## src/rtl/seg_scan_ctrl.sv

```systemverilog
// -----------------------------------------------------------------------------
// seg_scan_ctrl
//
// Time-multiplexed driver for a bank of common-anode seven-segment digits.
// The block scans one digit per slot of DIV clock cycles. It drives active-low
// segment, decimal-point and digit-select lines. New display data is first
// captured into a pending register. It is moved into the displayed (shadow)
// register only at a frame boundary, so a frame never mixes old and new data.
// At the start of every slot, all digit selects are held off for BLANK cycles
// so the previous digit's segments do not ghost onto the next digit.
//
// Parameters
//   DIGITS : number of digits (1..16)
//   DIV    : clock cycles per digit slot (>= 2, > BLANK)
//   BLANK  : cycles at the start of each slot with all digits deselected
//
// Ports
//   clk        : system clock, rising edge
//   rst_n      : asynchronous active-low reset
//   load       : capture value/digit_en/dp into the pending register
//   value      : hex nibbles, digit i = value[4i+3:4i], digit 0 rightmost
//   digit_en   : per-digit enable, 0 blanks segments and dp of that digit
//   dp         : per-digit decimal point request, 1 = lit
//   seg        : active-low segments, seg[6]=a .. seg[0]=g (registered)
//   seg_dp     : active-low decimal point (registered)
//   an         : active-low digit select, at most one bit low (registered)
//   frame_done : one-cycle pulse in the cycle after each frame boundary
//
// Build option
//   SEG_SCAN_LZS_EN : when defined, leading zeros are suppressed. A digit
//                     above digit 0 has its segments blanked when it and all
//                     higher digits hold 0. Its dp still follows dp/digit_en.
// -----------------------------------------------------------------------------
module seg_scan_ctrl #(
  parameter int DIGITS = 8,
  parameter int DIV    = 1000,
  parameter int BLANK  = 2
) (
  input  logic                  clk,
  input  logic                  rst_n,
  input  logic                  load,
  input  logic [4*DIGITS-1:0]   value,
  input  logic [DIGITS-1:0]     digit_en,
  input  logic [DIGITS-1:0]     dp,
  output logic [6:0]            seg,
  output logic                  seg_dp,
  output logic [DIGITS-1:0]     an,
  output logic                  frame_done
);

  localparam int CW = $clog2(DIV);
  // A single-digit build still needs a 1-bit index to keep the logic uniform.
  localparam int IW = (DIGITS > 1) ? $clog2(DIGITS) : 1;

  typedef struct packed {
    logic [4*DIGITS-1:0] value;
    logic [DIGITS-1:0]   en;
    logic [DIGITS-1:0]   dp;
  } disp_t;

  logic [CW-1:0]     cnt_q, cnt_d;
  logic [IW-1:0]     idx_q, idx_d;
  disp_t             pend_q, pend_d;
  logic              pend_v_q, pend_v_d;
  disp_t             shad_q, shad_d;
  logic [6:0]        seg_q, seg_d;
  logic              seg_dp_q, seg_dp_d;
  logic [DIGITS-1:0] an_q, an_d;
  logic              frame_done_q, frame_done_d;

  logic              slot_end;
  logic              boundary;
  logic [3:0]        cur_nib;
  logic              cur_en;
  logic              cur_dp;
  logic              cur_supp;
  logic [DIGITS-1:0] supp;

  function automatic logic [6:0] hex_to_seg(input logic [3:0] h);
    case (h)
      4'h0:    hex_to_seg = 7'b0000001;
      4'h1:    hex_to_seg = 7'b1001111;
      4'h2:    hex_to_seg = 7'b0010010;
      4'h3:    hex_to_seg = 7'b0000110;
      4'h4:    hex_to_seg = 7'b1001100;
      4'h5:    hex_to_seg = 7'b0100100;
      4'h6:    hex_to_seg = 7'b0100000;
      4'h7:    hex_to_seg = 7'b0001111;
      4'h8:    hex_to_seg = 7'b0000000;
      4'h9:    hex_to_seg = 7'b0000100;
      4'hA:    hex_to_seg = 7'b0001000;
      4'hB:    hex_to_seg = 7'b1100000;
      4'hC:    hex_to_seg = 7'b0110001;
      4'hD:    hex_to_seg = 7'b1000010;
      4'hE:    hex_to_seg = 7'b0110000;
      default: hex_to_seg = 7'b0111000;
    endcase
  endfunction

  assign slot_end = (cnt_q == CW'(DIV - 1));
  assign boundary = slot_end && (idx_q == IW'(DIGITS - 1));

  // Scan timing and the pending -> shadow transfer.
  always_comb begin
    // NOTE: every variable gets a default before any branch, so no path
    // leaves one unassigned and no latch is inferred.
    cnt_d    = slot_end ? '0 : cnt_q + CW'(1);
    idx_d    = idx_q;
    pend_d   = pend_q;
    pend_v_d = pend_v_q;
    shad_d   = shad_q;

    if (slot_end) begin
      idx_d = (idx_q == IW'(DIGITS - 1)) ? '0 : idx_q + IW'(1);
    end

    // The shadow takes the pending contents as they were before this cycle.
    // A load in the boundary cycle therefore lands in pending and waits one
    // more frame.
    if (boundary && pend_v_q) begin
      shad_d   = pend_q;
      pend_v_d = 1'b0;
    end

    if (load) begin
      pend_d   = '{value: value, en: digit_en, dp: dp};
      pend_v_d = 1'b1;
    end
  end

  // Leading-zero suppression mask, built from the top digit downwards.
`ifdef SEG_SCAN_LZS_EN
  always_comb begin
    logic lead;
    lead = 1'b1;
    supp = '0;
    for (int i = DIGITS - 1; i >= 1; i--) begin
      if (shad_q.value[4*i +: 4] != 4'h0) lead = 1'b0;
      supp[i] = lead;
    end
  end
`else
  assign supp = '0;
`endif

  // Select the current digit's data and form the next output values.
  always_comb begin
    cur_nib  = 4'h0;
    cur_en   = 1'b0;
    cur_dp   = 1'b0;
    cur_supp = 1'b0;
    an_d     = '1;

    for (int i = 0; i < DIGITS; i++) begin
      if (idx_q == IW'(i)) begin
        cur_nib  = shad_q.value[4*i +: 4];
        cur_en   = shad_q.en[i];
        cur_dp   = shad_q.dp[i];
        cur_supp = supp[i];
        // The anti-ghost window keeps every select off early in the slot.
        an_d[i]  = (int'(cnt_q) < BLANK);
      end
    end

    seg_d        = (cur_en && !cur_supp) ? hex_to_seg(cur_nib) : 7'b1111111;
    seg_dp_d     = ~(cur_en & cur_dp);
    frame_done_d = boundary;
  end

  // NOTE: sequential state uses non-blocking assignments only, so every flop
  // samples the values from before the edge regardless of statement order.
  // NOTE: pending and shadow are reset too. They are small registers, not
  // storage arrays, and the display must come up blank with stale loads
  // dropped.
  always_ff @(posedge clk or negedge rst_n) begin
    if (!rst_n) begin
      cnt_q        <= '0;
      idx_q        <= '0;
      pend_q       <= '0;
      pend_v_q     <= 1'b0;
      shad_q       <= '0;
      seg_q        <= 7'b1111111;
      seg_dp_q     <= 1'b1;
      an_q         <= '1;
      frame_done_q <= 1'b0;
    end else begin
      cnt_q        <= cnt_d;
      idx_q        <= idx_d;
      pend_q       <= pend_d;
      pend_v_q     <= pend_v_d;
      shad_q       <= shad_d;
      seg_q        <= seg_d;
      seg_dp_q     <= seg_dp_d;
      an_q         <= an_d;
      frame_done_q <= frame_done_d;
    end
  end

  assign seg        = seg_q;
  assign seg_dp     = seg_dp_q;
  assign an         = an_q;
  assign frame_done = frame_done_q;

endmodule

```

## config.mk

```make
export PLATFORM = sky130hd
export DESIGN_NAME = seg_scan_ctrl
export DESIGN_NICKNAME = d
export VERILOG_FILES = /design/src/rtl/seg_scan_ctrl.sv
export SDC_FILE = /design/constraint.sdc
export NUM_CORES = 1
export LEC_CHECK = 0
export ABC_AREA = 1
export CAP_MARGIN = 15
export CORE_MARGIN = 4
export CORE_UTILIZATION = 38
export CTS_CLUSTER_DIAMETER = 100
export DETAILED_ROUTE_END_ITERATION = 8
export PLACE_DENSITY = 0.7
export RECOVER_POWER = 25
export SLEW_MARGIN = 20
export SYNTH_ARGS = -nofsm -noshare
export SYNTH_HDL_FRONTEND = slang
export SYNTH_SLANG_ARGS = --single-unit
```

## constraint.sdc

```tcl
create_clock -name clk -period 3.7 [get_ports clk]
set_input_delay 0.925 -clock clk [delete_from_list [all_inputs] [get_ports clk]]
set_output_delay 0.925 -clock clk [all_outputs]
set_load 0.01 [all_outputs]
```

# Word level (Yosys, flattened, before mapping)

Memory sizes are Yosys's and may differ from the RTL's.
Index checks and enable logic that the tools add are counted.

Input bits: 51
Flip-flop bits (word level): 127
Memories kept: 1
Latch bits: 0
Bits in writable memories: 0
Bits in read-only memories: 112

Add/sub/neg operators: 2
Bitwise logic cells: 2
Multiplexer cells: 37
Multiply operators: 0
Div/mod/pow operators: 0
Shift operators: 0
Eq/ne operators: 8
$lt $le $gt $ge: 1
Reductions and logical operators: 4

Memory list:

| memory          | words | width | read ports | clocked after memory_dff | write ports | RTL line | text |
|---|---|---|---|---|---|---|---|
| (no name shown) | 16    | 7     | 1          | 0                        | 0           | 80       | `case (h)` |

Operators with widths:

| cell                    | count |
|---|---|
| $mux W4                 | 8 |
| $mux W1                 | 26 |
| $eq A3 B3 Y1 const B    | 4 |
| $add A10 B1 Y10 const B | 1 |
| $eq A10 B10 Y1 const B  | 1 |
| $lt A10 B2 Y1 const B   | 1 |
| $mux W10                | 1 |
| $mux W7                 | 1 |
| $eq A3 B2 Y1 const B    | 2 |
| $add A3 B1 Y3 const B   | 1 |
| $eq A3 B1 Y1 const B    | 1 |
| $logic_not A3 Y1        | 1 |
| $mux W3                 | 1 |
| $logic_and A1 B1 Y1     | 2 |
| $reduce_bool A2 Y1      | 1 |
| $and A1 B1 Y1           | 1 |
| $not A1 Y1              | 1 |

# Longest topological paths before layout

Gate-level depths: netlist of the first run.

Depth in word-level cells: 11
Mapped depth: 19

# Worst setup path before layout of the first run

Ideal clock, no wire load.

Kind: flip-flop to flip-flop
From: register idx_q[0]
To: register seg_q[2], in the netlist seg[2]
Cell stages (with the launch flop): 17
Period minus slack after synthesis: 2.136 ns
Arrival time: 2.057 ns
Data required time: 3.621 ns
Setup time: 0.079 ns
Setup slack: 1.564 ns
Path buffers: 1
Path through: dfrtp_1 > inv_1 > ha_1 > nand2_2 > buf_4 > or2_1 > nand3_1 > nand3_1 > nand3_1 > nand2_1 > nand2_1 > nand2_1 > ha_1 > nand3_1 > inv_2 > a21oi_1 > nand2_1

Word-level cells in the longest chain between the ends: 11
Elaborated cells on any way between the ends: 26

RTL lines:

| what                     | RTL line | text |
|---|---|---|
| start: declaration       | 62       | `logic [IW-1:0] idx_q, idx_d;` |
| start signal: assignment | 188      | `idx_q <= idx_d;` |
| $logic_not A3 Y1         | 155      | `if (idx_q == IW'(i)) begin` |
| $mux W4 (8 in a row)     | 155      |  |
| $mem_v2 Z16 W7           | --       |  |
| $mux W7 (*)              | 165      | `seg_d = (cur_en && !cur_supp) ? hex_to_seg(cur_nib) : 7'b1111111;` |
| named net seg_d[2]       | 66       | `logic [6:0] seg_q, seg_d;` |
| end signal: assignment   | 192      | `seg_q <= seg_d;` |
| end: declaration         | 66       |  |

Mark *: on every way through the listed nets, which the timed path passes. The rest lies on a longest branch.
A chain may end at the register's enable or synchronous reset.

# Final worst setup path of the first run

From: register idx_q[0]
To: register shad_q[27] in the netlist's numbering

Word-level cells in the longest chain between the ends: 3

RTL lines:

| what                   | RTL line | text |
|---|---|---|
| $eq A3 B3 Y1           | 101      | `assign boundary = slot_end && (idx_q == IW'(DIGITS - 1));` |
| $logic_and A1 B1 Y1    | 101      |  |
| named net boundary     | 72       | `logic boundary;` |
| $logic_and A1 B1 Y1    | 120      | `if (boundary && pend_v_q) begin` |
| end signal: assignment | 181      | `shad_q <= '0;` |
| end signal: assignment | 191      | `shad_q <= shad_d;` |
| end: declaration       | 65       | `disp_t shad_q, shad_d;` |

The timed path passes the listed nets, and every way through them passes these cells.

==> results by group, run 1 <==
Timing
  • Worst Max-Slew Pin Slew: 1650 ps
  • Final setup TNS: 0 ps
  • Tmin final: 2740 ps
  • Max Transition Viols Final: 70
  • Period Utilization, post-route: 74.1%
  • RSZ-0062 raised after global routing: no
  • WHS: 465 ps
  • Slew headroom: -9.84%
  • Fin Clk Skew: 11.6 ps
  • Fmax: 365 MHz
  • Final Hold Violating Endpoints: 0
  • Setup Viol. Count Final: 0

Clock network
  • Sinks on Clock Net: 127
  • CTS tree: yes
  • # hold bufs at CTS: 0
  • H-tree depth: 4
  • Num CTS Buffers: 17
  • Post-CTS setup buffer count: 0
  • Post-CTS Resized: 0
  • Clock slew at reported path FFs: 50 ps
  • Root buffer cell: clkbuf_16
  • Clk buf depth: 2
  • Clock insertion delay at the later pin of the skew report: 410 ps

Floorplan
  • Die Y: 130 um
  • Initial core utilization: 38.9%
  • I/O pin count: 68
  • Total core area: 14,600 sq um
  • Cell Rows: 44
  • Die W: 130 um
  • Die area: 17,000 sq um

Placement
  • Gpl congestion: 0.892
  • Final HPWL DP: 8.39 mm
  • Input/output buffers: 67
  • DP Area: 6490 sq um

Yosys
  • Most used DFF post-synth: dfrtp_1
  • Flops & latches, synth: 127
  • Ys async rst share: 100%
  • Most common cell in the synthesized netlist: nand2_1
  • Syn Inst Count: 671
  • Sequential cell area fraction in the yosys report: 56.3%
  • Share of the synthesized area in the top cell type: 48.9%
  • Post-Syn Nets: 735
  • Commonest cells in the netlist: 202 x nand2_1, 111 x dfrtp_1, 82 x inv_1
  • Library cells used by synthesis: 30
  • Yosys warns: 0
  • Synth top area cells: dfrtp_1 49%, nand2_1 13%, dfstp_2 7.4%, o21ai_0 5.7%, inv_1 5.4%
  • Syn Area/Cell: 8.46 sq um
  • Synth area leader: dfrtp_1
  • Post-Syn Area: 5680 sq um
  • EDFF count, synth: 0

Route
  • Final wirelength: 11.9 mm
  • DR WL/cell: 12.8 um
  • Initial DRT Pass Iterations: 4
  • DRC: 0
  • Antenna Nets Post-Route: 0
  • Vias per inst: 4.64
  • Initial DRC Count: 387
  • Via count: 4,333

Global route
  • Overflow after GRT: 0
  • Largest net degree at the start of global routing: 70
  • Initial antenna violation count: 0
  • Vias in the first global route: 4,029
  • First-pass GRT wire length: 19.6 mm
  • Total Routing Usage GR: 14.7%

Min path
  • Hold/Removal Path Class: flip-flop to flip-flop

Final layout
  • Nets@finish: 800
  • Area Overhead vs Synth: 25.5%
  • Antenna cells: 0
  • Fin area: 7130 sq um
  • Layout cells sized above 1: 9.61%
  • Fill cell count: 1,320

Critical path
  • Worst Path Arrival: 3030 ps
  • Req. time, crit path: 3990 ps
  • Crit path max fanout: 44
  • Startpoint Class: flip-flop
  • Crit Path Class: flip-flop to flip-flop
  • Crit end category: flip-flop

Power and ir drop
  • Leak: 0.00350 uW
  • Worst IR Drop VDD: 0.000323 V
  • Pwr dens: 482 nW/um^2

Outcome
  • Failing checks: max-capacitance violations, max-slew violations
  • Outcome: finished with violations

Flow run
  • Max cap viols: 1
## state kept, by name, indices dropped and copies added (netlist names)
register,flops
seg,7
pend_q,48
pend_v_q,1
an,8
frame_done,1
shad_q,48
idx_q,3
seg_dp,1
cnt_q,10
## per-layer routing
metal | wire (um) | part of all wire, % | vias to the layer above | global-route usage (%)
li1 | - | - | 2229 | -
met1 | 5790 | 49 | 2001 | 20.7
met2 | 5320 | 45 | 86 | 21.9
met3 | 650 | 5.4 | 17 | 4.22
met4 | 165 | 1.4 | 0 | 4.89
met5 | 0 | 0 | - | 0
## power breakdown
part           switching, uW  total [uW]  internal [uW]  leakage (uW)
clock network            583        1830           1250      0.000316
logic                   90.2         159           68.9       0.00157
registers               11.6        1450           1440       0.00161
## worst paths after layout
check / depth (start not counted) / slack, ps / endpoint / start
worst max-delay path: 8 / 960 / shad_q[27]$_DFFE_PN0P_ / idx_q[0]$_DFFE_PN0N_
max in group asynchronous: 2 / 1080 / pend_q[33]$_DFFE_PN0P_ / rst_n
worst max register to register: 8 / 960 / shad_q[27]$_DFFE_PN0P_ / idx_q[0]$_DFFE_PN0N_
min in group asynchronous: 1 / 550 / cnt_q[3]$_DFF_PN0_ / rst_n
worst min register to register: 1 / 470 / cnt_q[0]$_DFF_PN0_ / cnt_q[0]$_DFF_PN0_
worst min-delay path: 1 / 470 / cnt_q[0]$_DFF_PN0_ / cnt_q[0]$_DFF_PN0_
## cell families (layout without fill, tap and decap cells)
kind of cell | count (synthesis) | count (layout) | share of synthesized area, %
xor gates and xnor gates | 2 | 2 | 0.308
adders and majority gates | 13 | 13 | 2.86
and+or+nand+nor | 291 | 291 | 21.2
AOI/OAI and AO/OA | 117 | 117 | 10.4
buffers and inverters | 121 | 199 | 8.88
DFF | 127 | 127 | 56.3
## through the flow
step	worst slack (ps)	power [uW]	std cells	utilization [%]
global placement	1060	1630	901	44.5
CTS	959	3470	933	49.0
detailed placement	996	1640	901	44.5
floorplan	1560	1530	671	-
global route	605	3560	933	48.9
finish	958	3440	933	48.9
## cell usage in the layout, fill, tap and decap left out, types with 8 or more instances in the layout
cell type        netlist  final
ha_1                  13     13
o21ai_0               65     65
a21oi_1                8      8
nand2_1              202    202
nand3_1               30     30
inv_2                  9      9
nor2_1                33     33
dfstp_2               16     16
clkbuf_16              0     17
clkdlybuf4s50_1        0     65
dfrtp_1              111    111
o21ai_1               42     42
inv_1                 82     82
## final cells by class
type / count / area, sq um / share of cell area, %
Tap cell: 184 / 230 / 3.23
Multi-Input combinational cell: 423 / 1980 / 27.7
Clock inverter: 10 / 184 / 2.58
Inverter: 95 / 357 / 5.00
Sequential cell: 127 / 3200 / 44.9
Timing Repair Buffer: 72 / 707 / 9.92
Clock buffer: 22 / 474 / 6.65
## critical path: stages, from the launching register on
cell      delay [ps]
dfrtp_1          380
ha_1             210
ha_1             390
clkinv_1         380
nor2_4           220
nand2_2          430
buf_4            430
nand2_1          100
o21ai_1           70
(Power assumes the default switching activity.)
==> run 2, diff against run 1 <==
clock period = 2.67 ns   (was 3.7 ns; I/O delays follow)
==> run 2 against run 1 <==
The flow still finishes with violations (max-capacitance violations, max-slew violations). Power up 40%. Hold slack worse by 6.5 ps. Register-to-register slack lost 750 ps. Final cell count grew 0.21%. Largest cell class unchanged. Combinational power is 35% higher. Global-route usage up 0.075 points. Maximum frequency increased by 11%. Routed wire length decreased by 2.6%. Worst setup slack lost 750 ps. Critical path depth up 7.
==> results by group, run 2 (synthesized netlist as in run 1, its figures left out) <==
Power and ir drop
  • Pwr Total: 4820 uW (was 3440 uW)
  • Leak: 0.00352 uW (was 0.00350 uW)
  • Pwr dens: 673 nW/um^2 (was 482 nW/um^2)
  • Worst IR Drop VDD: 0.000368 V (was 0.000323 V)

Route
  • Initial DRC Count: 308 (was 387)
  • Final wirelength: 11.6 mm (was 11.9 mm)
  • Antenna Nets Post-Route: 0 (unchanged)
  • DRC: 0 (unchanged)
  • DR WL/cell: 12.4 um (was 12.8 um)
  • Vias per inst: 4.62 (was 4.64)
  • Initial DRT Pass Iterations: 5 (was 4)
  • Via count: 4,322 (was 4,333)

Floorplan
  • Cell Rows: 44 (unchanged)
  • Initial core utilization: 38.9% (unchanged)
  • Die W: 130 um (unchanged)
  • Die area: 17,000 sq um (unchanged)
  • I/O pin count: 68 (unchanged)
  • Die Y: 130 um (unchanged)
  • Total core area: 14,600 sq um (unchanged)

Final layout
  • Utilization after layout: 49.1% (was 48.9%)
  • Layout cells sized above 1: 10.3% (was 9.61%)
  • Area Overhead vs Synth: 26.2% (was 25.5%)
  • Commonest non-fill, non-tap cell in the layout: nand2_1 (unchanged)
  • Post-route insts no fill: 935 (was 933)
  • Commonest non-fill, non-tap cells in the layout: 202 x nand2_1, 111 x dfrtp_1, 82 x inv_1, 65 x o21ai_0, 65 x clkdlybuf4s50_1 (unchanged)
  • Nets@finish: 802 (was 800)
  • Antenna cells: 0 (unchanged)
  • Top flop regs: pend_q x48, shad_q x48, cnt_q x10 (unchanged)

Global route
  • Vias in the first global route: 4,108 (was 4,029)
  • Largest net degree at the start of global routing: 128 (was 70)
  • Initial antenna violation count: 0 (unchanged)
  • Overflow after GRT: 0 (unchanged)
  • First-pass GRT wire length: 19.6 mm (about the same)
  • Total Routing Usage GR: 14.8% (was 14.7%)

Critical path
  • Cell mode on critical path: nand2_1 (was ha_1)
  • Crit path max fanout: 8 (was 44)
  • Worst-path cell chain: inv_2 > ha_1 > inv_1 > nand3_1 > nand3_1 > nand3_1 > nand2_1 > nand2_1 > nand2_1 > inv_1 > ha_1 > nand2_1 > nand2_1 > nand2_1 > nand3_1 (was ha_1 > ha_1 > clkinv_1 > nor2_4 > nand2_2 > buf_4 > nand2_1 > o21ai_1)
  • Reg2Reg Capture Point: seg[3]$_DFF_PN1_ (was shad_q[27]$_DFFE_PN0P_)
  • Max stage delay on crit path: 520 ps (was 430 ps)
  • Crit Path Class: flip-flop to flip-flop (unchanged)
  • Req. time, crit path: 3010 ps (was 3990 ps)
  • Worst path slowest cell: dfrtp_1 (was nand2_2)
  • CP delay by family, top: simple AND/OR/NAND/NOR gates (was buffers and inverters)
  • R2r setup slk: 210 ps (was 960 ps)
  • Worst Path Arrival: 2800 ps (was 3030 ps)
  • Worst R2R Start: idx_q[2]$_DFFE_PN0N_ (was idx_q[0]$_DFFE_PN0N_)
  • Startpoint Class: flip-flop (unchanged)
  • R2R cell count: 15 (was 8)
  • Worst path buffer plus inverter count: 3 (was 2)
  • Crit end category: flip-flop (unchanged)

Placement
  • Gpl congestion: 0.882 (was 0.892)
  • # placed instances: 903 (was 901)
  • Input/output buffers: 67 (unchanged)
  • Final HPWL DP: 8.03 mm (was 8.39 mm)

Outcome
  • Failing checks: max-capacitance violations, max-slew violations (unchanged)
  • Outcome: finished with violations (unchanged)

Flow run
  • Max cap viols: 1 (unchanged)

Timing
  • Final setup TNS: 0 ps (unchanged)
  • Setup Viol. Count Final: 0 (unchanged)
  • RSZ-0062 raised after global routing: no (unchanged)
  • Max Transition Viols Final: 128 (was 70)
  • Period Utilization, post-route: 92.3% (was 74.1%)
  • Worst Max-Slew Pin Slew: 1690 ps (was 1650 ps)
  • Tmin final: 2460 ps (was 2740 ps)
  • Fmax: 406 MHz (was 365 MHz)
  • Slew headroom: -12.5% (was -9.84%)
  • Final Hold Violating Endpoints: 0 (unchanged)
  • WHS: 459 ps (was 465 ps)
  • Fin Clk Skew: 5.83 ps (was 11.6 ps)

Clock network
  • CTS tree: yes (unchanged)
  • Post-CTS setup buffer count: 0 (unchanged)
  • Num CTS Buffers: 17 (unchanged)
  • Clk buf depth: 2 (unchanged)
  • Sinks on Clock Net: 127 (unchanged)
  • Clock slew at reported path FFs: 50 ps (about the same)
  • Post-CTS Resized: 0 (unchanged)
  • Root buffer cell: clkbuf_16 (unchanged)
  • # hold bufs at CTS: 0 (unchanged)
  • Clock insertion delay at the later pin of the skew report: 420 ps (was 410 ps)
  • H-tree depth: 4 (unchanged)

Min path
  • Hold Crit Start: cnt_q[0]$_DFF_PN0_ (unchanged)
  • Hold-critical path endpoint: cnt_q[0]$_DFF_PN0_ (unchanged)
  • Hold/Removal Path Class: flip-flop to flip-flop (unchanged)
  • Hold Path Depth: 1 (unchanged)
[run 2: worst max path at each step]
stage,start,to,slack (ps),cells past startpoint
3_3_place_gp,idx_q[1]$_DFFE_PN0N_,seg[2]$_DFF_PN1_,380,18
3_5_place_dp,idx_q[1]$_DFFE_PN0N_,seg[2]$_DFF_PN1_,300,18
4_1_cts,idx_q[2]$_DFFE_PN0N_,seg[3]$_DFF_PN1_,270,15
2_1_floorplan,idx_q[0]$_DFFE_PN0N_,seg[2]$_DFF_PN1_,530,16
6_report,idx_q[2]$_DFFE_PN0N_,seg[3]$_DFF_PN1_,210,15
5_1_grt,idx_q[2]$_DFFE_PN0N_,seg[3]$_DFF_PN1_,5,18
[run 2: layout make-up]
type                    instances  area (sq um)
clock buffers                  21           460
clock inverters                11           210
fillers                      1370          7420
inverters                      95           357
multi-input cells             423          1980
flip-flops and latches        127          3200
well taps                     184           230
repair buffers                 74           728
[run 2: through the flow]
stage | worst slack, ps | cell area (sq um)
after detailed placement | 303 | 6500
after CTS | 269 | 7170
after global routing | 4.91 | 7170
final | 206 | 7170
after floorplan | 534 | 5680
after global placement | 384 | 6500
[run 2: per-layer routing]
metal	wire, um	track usage [%]
met5	0	0
met4	274	6.78
met3	668	3.97
met2	5040	21.7
met1	5640	20.5
[run 2: power breakdown]
| group | switching [uW] | total, uW | internal [uW] |
|---|---|---|---|
| clock | 803 | 2600 | 1790 |
| combinational | 120 | 215 | 95.2 |
| sequential | 15.7 | 2010 | 1990 |
[run 2: worst register-to-register path: stages, from the launching register on]
cell and delay, ps:
dfrtp_1 520, inv_2 130, ha_1 310, inv_1 160, nand3_1 100, nand3_1 80, nand3_1 80, nand2_1 80
nand2_1 70, nand2_1 140, inv_1 120, ha_1 320, nand2_1 90, nand2_1 60, nand2_1 60, nand3_1 80
